`src/rtl/cp0_unit_pkg.sv`:
```
// Shared CP0 definitions: register numbers, field positions, exception codes
// and packing helpers used by the CP0 unit and its request arbiter.
package cp0_defs;

  localparam int unsigned XLEN  = 32;
  localparam int unsigned INT_W = 6;
  localparam int unsigned EXC_W = 5;

  localparam logic [4:0] REG_SR    = 5'd12;
  localparam logic [4:0] REG_CAUSE = 5'd13;
  localparam logic [4:0] REG_EPC   = 5'd14;
  localparam logic [4:0] REG_PRID  = 5'd15;

  localparam int unsigned SR_IE_BIT     = 0;
  localparam int unsigned SR_EXL_BIT    = 1;
  localparam int unsigned SR_IM_LSB     = 10;
  localparam int unsigned SR_IM_MSB     = 15;
  localparam int unsigned CAUSE_EXC_LSB = 2;
  localparam int unsigned CAUSE_EXC_MSB = 6;
  localparam int unsigned CAUSE_IP_LSB  = 10;
  localparam int unsigned CAUSE_IP_MSB  = 15;
  localparam int unsigned CAUSE_BD_BIT  = 31;

  localparam logic [EXC_W-1:0] EXC_INT  = 5'd0;
  localparam logic [EXC_W-1:0] EXC_ADEL = 5'd4;
  localparam logic [EXC_W-1:0] EXC_ADES = 5'd5;
  localparam logic [EXC_W-1:0] EXC_RI   = 5'd10;
  localparam logic [EXC_W-1:0] EXC_OV   = 5'd12;

  localparam logic [XLEN-1:0] DEF_HANDLER_PC = 32'h0000_4180;
  localparam logic [XLEN-1:0] DEF_PRID       = 32'h5200_2020;
  localparam logic [XLEN-1:0] DEF_EPC_RESET  = 32'h0000_3000;
  localparam logic [XLEN-1:0] WORD_MASK      = 32'hFFFF_FFFC;

  // Exception record carried down the pipeline into the M stage
  typedef struct packed {
    logic             exc;
    logic [XLEN-1:0]  epc;
    logic [EXC_W-1:0] code;
    logic             bd;
  } exc_rec_t;

  function automatic logic [XLEN-1:0] sr_pack(input logic [INT_W-1:0] im,
                                              input logic exl,
                                              input logic ie);
    logic [XLEN-1:0] r;
    r = '0;
    r[SR_IM_MSB:SR_IM_LSB] = im;
    r[SR_EXL_BIT]          = exl;
    r[SR_IE_BIT]           = ie;
    return r;
  endfunction

  function automatic logic [XLEN-1:0] cause_pack(input logic bd,
                                                 input logic [INT_W-1:0] ip,
                                                 input logic [EXC_W-1:0] code);
    logic [XLEN-1:0] r;
    r = '0;
    r[CAUSE_BD_BIT]                = bd;
    r[CAUSE_IP_MSB:CAUSE_IP_LSB]   = ip;
    r[CAUSE_EXC_MSB:CAUSE_EXC_LSB] = code;
    return r;
  endfunction

  // Delay-slot faults restart at the branch, one word earlier (wraps mod 2^32)
  function automatic logic [XLEN-1:0] epc_target(input logic [XLEN-1:0] pc,
                                                 input logic bd);
    logic [XLEN-1:0] base;
    base = pc & WORD_MASK;
    return bd ? base - XLEN'(4) : base;
  endfunction

endpackage

```
`src/rtl/cp0_unit_req_arbiter.sv`:
```
// Combinational exception/interrupt arbiter: decides whether to trap this
// cycle and which ExcCode to record (interrupts beat synchronous exceptions).
module cp0_req_arbiter
  import cp0_defs::*;
(
  input  logic             sr_ie_i,
  input  logic             sr_exl_i,
  input  logic [INT_W-1:0] sr_im_i,
  input  logic [INT_W-1:0] hw_int_i,
  input  logic             exception_i,
  input  logic [EXC_W-1:0] exc_code_i,
  output logic             req_o,
  output logic [EXC_W-1:0] exc_code_o
);

  logic int_pend;
  logic exc_take;

  always_comb begin
    int_pend   = sr_ie_i & ~sr_exl_i & (|(hw_int_i & sr_im_i));
    exc_take   = exception_i & ~sr_exl_i;
    req_o      = int_pend | exc_take;
    exc_code_o = int_pend ? EXC_INT : exc_code_i;
  end

endmodule

```
`src/rtl/cp0_unit.sv`:
```
// Coprocessor 0 at the M stage: SR/Cause/EPC/PRId, trap request with
// handler redirect, mtc0/mfc0 access and eret support.
module cp0_unit
  import cp0_defs::*;
#(
  parameter logic [31:0] HANDLER_PC = DEF_HANDLER_PC,
  parameter logic [31:0] PRID_VALUE = DEF_PRID,
  parameter logic [31:0] EPC_RESET  = DEF_EPC_RESET
) (
  input  logic        clk,
  input  logic        reset,
  input  logic        exception_in,
  input  logic [31:0] EPC_in,
  input  logic [4:0]  ExcCode_in,
  input  logic        BD_in,
  input  logic [5:0]  HWInt,
  input  logic        cp0_we,
  input  logic [4:0]  cp0_addr,
  input  logic [31:0] cp0_wdata,
  input  logic        eret,
  output logic [31:0] cp0_rdata,
  output logic        req,
  output logic [31:0] redirect_pc,
  output logic [31:0] EPC_out,
  output logic        exl_out
);

  logic [INT_W-1:0] sr_im_q, sr_im_d;
  logic             sr_exl_q, sr_exl_d;
  logic             sr_ie_q, sr_ie_d;
  logic             cause_bd_q, cause_bd_d;
  logic [INT_W-1:0] cause_ip_q, cause_ip_d;
  logic [EXC_W-1:0] cause_exc_q, cause_exc_d;
  logic [XLEN-1:0]  epc_q, epc_d;

  exc_rec_t         rec;
  logic [EXC_W-1:0] sel_code;

  assign rec = '{exc: exception_in, epc: EPC_in, code: ExcCode_in, bd: BD_in};

  cp0_req_arbiter u_arb (
    .sr_ie_i     (sr_ie_q),
    .sr_exl_i    (sr_exl_q),
    .sr_im_i     (sr_im_q),
    .hw_int_i    (HWInt),
    .exception_i (rec.exc),
    .exc_code_i  (rec.code),
    .req_o       (req),
    .exc_code_o  (sel_code)
  );

  // Next-state: a trap overrides mtc0 and eret; eret's EXL clear beats mtc0 SR
  always_comb begin
    sr_im_d     = sr_im_q;
    sr_exl_d    = sr_exl_q;
    sr_ie_d     = sr_ie_q;
    cause_bd_d  = cause_bd_q;
    cause_exc_d = cause_exc_q;
    epc_d       = epc_q;
    cause_ip_d  = HWInt;
    if (req) begin
      sr_exl_d    = 1'b1;
      cause_bd_d  = rec.bd;
      cause_exc_d = sel_code;
      epc_d       = epc_target(rec.epc, rec.bd);
    end else begin
      if (cp0_we) begin
        case (cp0_addr)
          REG_SR: begin
            sr_im_d  = cp0_wdata[SR_IM_MSB:SR_IM_LSB];
            sr_exl_d = cp0_wdata[SR_EXL_BIT];
            sr_ie_d  = cp0_wdata[SR_IE_BIT];
          end
          REG_EPC: epc_d = cp0_wdata & WORD_MASK;
          default: ;
        endcase
      end
      if (eret) begin
        sr_exl_d = 1'b0;
      end
    end
  end

  always_ff @(posedge clk) begin
    if (!reset) begin
      sr_im_q     <= '0;
      sr_exl_q    <= 1'b0;
      sr_ie_q     <= 1'b0;
      cause_bd_q  <= 1'b0;
      cause_ip_q  <= '0;
      cause_exc_q <= '0;
      epc_q       <= EPC_RESET;
    end else begin
      sr_im_q     <= sr_im_d;
      sr_exl_q    <= sr_exl_d;
      sr_ie_q     <= sr_ie_d;
      cause_bd_q  <= cause_bd_d;
      cause_ip_q  <= cause_ip_d;
      cause_exc_q <= cause_exc_d;
      epc_q       <= epc_d;
    end
  end

  // mfc0 read port and redirect target, both from pre-edge state
  always_comb begin
    cp0_rdata = '0;
    case (cp0_addr)
      REG_SR:    cp0_rdata = sr_pack(sr_im_q, sr_exl_q, sr_ie_q);
      REG_CAUSE: cp0_rdata = cause_pack(cause_bd_q, cause_ip_q, cause_exc_q);
      REG_EPC:   cp0_rdata = epc_q;
      REG_PRID:  cp0_rdata = PRID_VALUE;
      default:   cp0_rdata = '0;
    endcase
    redirect_pc = req ? HANDLER_PC : epc_q;
  end

  assign EPC_out = epc_q;
  assign exl_out = sr_exl_q;

endmodule

```
`config.mk`:
```
export PLATFORM = sky130hd
export DESIGN_NAME = cp0_unit
export DESIGN_NICKNAME = d
export VERILOG_FILES = /design/src/rtl/cp0_unit_pkg.sv /design/src/rtl/cp0_unit_req_arbiter.sv /design/src/rtl/cp0_unit.sv
export SDC_FILE = /design/constraint.sdc
export NUM_CORES = 1
export LEC_CHECK = 0
export CAP_MARGIN = 20
export CORE_MARGIN = 2
export CORE_UTILIZATION = 40
export CTS_CLUSTER_SIZE = 14
export DETAILED_ROUTE_END_ITERATION = 8
export PLACE_DENSITY = 0.89
export SLEW_MARGIN = 20
export SYNTH_ARGS = -nofsm -noshare
export SYNTH_HDL_FRONTEND = slang
export SYNTH_HIERARCHICAL = 1
export SYNTH_SLANG_ARGS = --single-unit
```
`constraint.sdc`:
```
create_clock -name clk -period 2.6 [get_ports clk]
set_input_delay 0.26 -clock clk [delete_from_list [all_inputs] [get_ports clk]]
set_output_delay 0.26 -clock clk [all_outputs]
set_load 0.01 [all_outputs]
```
==> summary.txt <==
Global routing
  – Overall routing resource usage: 25.71%
  – First-pass GRT wire length: 20130 um
  – Number of antenna violations at the first check in global routing: 0
  – Aggregate global routing overflow: 0
  – Maximum number of pins on one net before global-route repair: 45
  – Number of global-route vias before repair: 3918

Timing
  – Max-slew violation count: 0
  – Setup TNS: 0 ps
  – Worst slew margin: 62.77%
  – Worst clock skew: 11.00 ps
  – Highest clock frequency the design can meet: 391.0 MHz
  – Number of failing setup endpoints in the final timing report: 0
  – Post-layout min period: 2558 ps
  – Count of endpoints failing hold in the final timing report: 0
  – Worst-margin pin slew: 551.3 ps
  – Setup repair after global routing missed its margin: false
  – Part of the cycle the worst path needs: 98.37%

Layout
  – Antenna cell count: 0
  – Total Nets Final: 705
  – Filler-free cell count of the finished design: 727
  – Area growth from synthesis to layout: 62.49%
  – Share of cells above drive strength 1: 9.047%
  – Utilization after layout: 65.91%

Drt
  – Number of antenna-violating nets in the routed design: 0
  – DR DRC count: 0
  – Vias after detailed routing: 4177
  – DR iter-0 viols: 212
  – Wire length after detailed routing: 12890 um
  – Iteration count of the initial detailed-routing pass: 5
  – Routed via count divided by cell count: 5.746
  – Per-cell routed wire length: 17.73 um

Logic synthesis
  – Number of warnings printed during yosys synthesis: 6
  – Number of synthesized register bits: 50
  – Synth top area share: 28.72%
  – Number of enable-type register cells in the synthesized netlist: 0
  – Post-Syn Area: 0.003486 mm^2
  – Library cell occupying the most area in the post-synthesis netlist: dfxtp_1
  – Syn Area/Cell: 7.922 um^2
  – Ranking of synthesized cells by area: dfxtp_1 29%, a211oi_1 7.1%, and3_1 6.6%
  – Cells after Synth: 440
  – Yosys cell types: 54
  – Most numerous cell in the Yosys netlist: nor2_1
  – Most common library cells after synthesis: 52 x nor2_1, 50 x dfxtp_1, 37 x and3_1, 37 x nor2b_1, 35 x clkbuf_1
  – Most used DFF post-synth: dfxtp_1
  – FFs w/ async S/R, synth: 0%
  – Sequential area share after synthesis: 28.72%

Clock tree
  – Clock net sink count: 50
  – Clock latency of the later-clocked register in the worst-skew pair: 310 ps
  – Clock Path Buffers: 2
  – Cts-stage hold buffer count: 0
  – Clock buffers created by TritonCTS: 5
  – H-tree Lvls: 2
  – Clock tree from TritonCTS: built
  – CTS-repair resized insts: 0
  – Post CTS Setup Buffer Count: 0
  – CTS Root Buffer Type: clkbuf_8
  – Reg clk slew, reported paths: 100 ps

Floorplan
  – Core footprint: 0.008593 mm^2
  – Number of I/O pins: 184
  – Initial cell density of the core: 40.56%
  – Die outline height: 97.35 um
  – Die area: 0.009477 mm^2
  – Cell row count: 34
  – Chip width: 97.35 um

Min path
  – Hold/Removal Path Class: flop to flop

Power
  – Peak supply drop: 253.9 uV
  – Power Dens Cells: 396.2 mW/mm^2
  – Total power: 2.244 mW
  – LEAKAGE: 2.181 nW

Critical path
  – Sort of element at the start of the critical path: input pin
  – Worst Path Max Fanout: 18
  – Worst EP arrival: 2300 ps
  – Setup Crit Path Kind: input pin to output port
  – Crit path capture type: output port
  – Required time of the worst setup path: 2340 ps

Placed design
  – Final weighted congestion in routability-driven placement: 0.8679
  – Final HPWL from detailed placement: 9922 um
  – # placed instances: 719
  – Count of buffers inserted at the top-level ports: 177

Outcome
  – Run status: finished clean

Run
  – Number of maximum-capacitance constraint violations: 0
==> critical path: stages <==
cell	delay (ps)
clkdlybuf4s50_1	440
a22oi_2	220
a31oi_1	140
o21ba_4	280
buf_12	170
or2_2	300
clkdlybuf4s50_1	480
==> flip-flops by register name, summed over array words and instances (netlist names) <==
name and flops:
cause_bd_q 1, cause_exc_q 5, EPC_out 30, sr_ie_q 1
sr_im_q 6, cause_ip_q 6, exl_out 1
==> kinds of logic (layout without fill, tap and decap cells) <==
kind of cell             Yosys count  in the layout  share of synthesized area (%)
buffers and inverters             48            224                          5.851
AO/OA/AOI/OAI                    104            104                          22.47
multiplexers                      19             19                          5.456
XOR/XNOR                          11             11                          2.764
flip-flops                        50             50                          28.72
other                              1              4                         0.1076
AND/OR/NAND/NOR                  206            206                          34.28
adder cells (fa/ha/maj)            1              1                         0.3589
==> power breakdown <==
group	internal (mW)	leakage [nW]	switching (mW)
clock	0.386	0.0683	0.279
combinational	0.396	1.70	0.302
sequential	0.820	0.413	0.0611
==> routing by layer <==
metal  GRT usage, %  routed length, um  vias up
li1               -                  -     1981
met1          33.45               5453     1966
met2          44.87               6328      208
met3          3.885                861       22
met4          6.197                244        0
met5              0                  0        -
==> placed cells by master, fill, tap and decap left out, types with 10 or more instances in the layout <==
cell,synthesis,routed
clkdlybuf4s50_1,0,177
nor2_1,52,52
dfxtp_1,50,50
nor2b_1,37,37
and3_1,37,37
a211oi_1,33,33
buf_4,4,29
mux2i_1,19,19
o21ai_0,16,16
nand2_1,15,15
o31ai_1,10,10
==> final timing paths <==
kind	start	endpoint	slack, ps	depth (start not counted)
worst max-delay path	HWInt[3]	redirect_pc[8]	40	7
worst min-delay path	cause_exc_q[1]	cause_exc_q[1]	520	2
worst max register to register	sr_im_q[2]	EPC_out[22]	580	9
worst min register to register	cause_exc_q[1]	cause_exc_q[1]	520	2
==> area by class of cell <==
class                           count  area [um^2]
Clock buffer                        5        68.82
Clock inverter                      3        68.82
Fill cell                         708         2929
Inverter                            6        22.52
Multi-Input combinational cell    345         2298
Sequential cell                    50         1001
Tap cell                          108        135.1
Timing Repair Buffer              210         2069
==> stage by stage <==
step | setup slack, ps | hold WS [ps] | cell area [um^2]
final | 42.41 | 520.5 | 5664
after global routing | 9.739 | 535.5 | 5664
after CTS | 42.10 | 517.9 | 5664
after detailed placement | 54.55 | 496.6 | 5527
after global placement | 85.32 | 476.4 | 5527
after floorplan | 542.3 | 363.7 | 3497
Power figures use the tool's default switching activity.
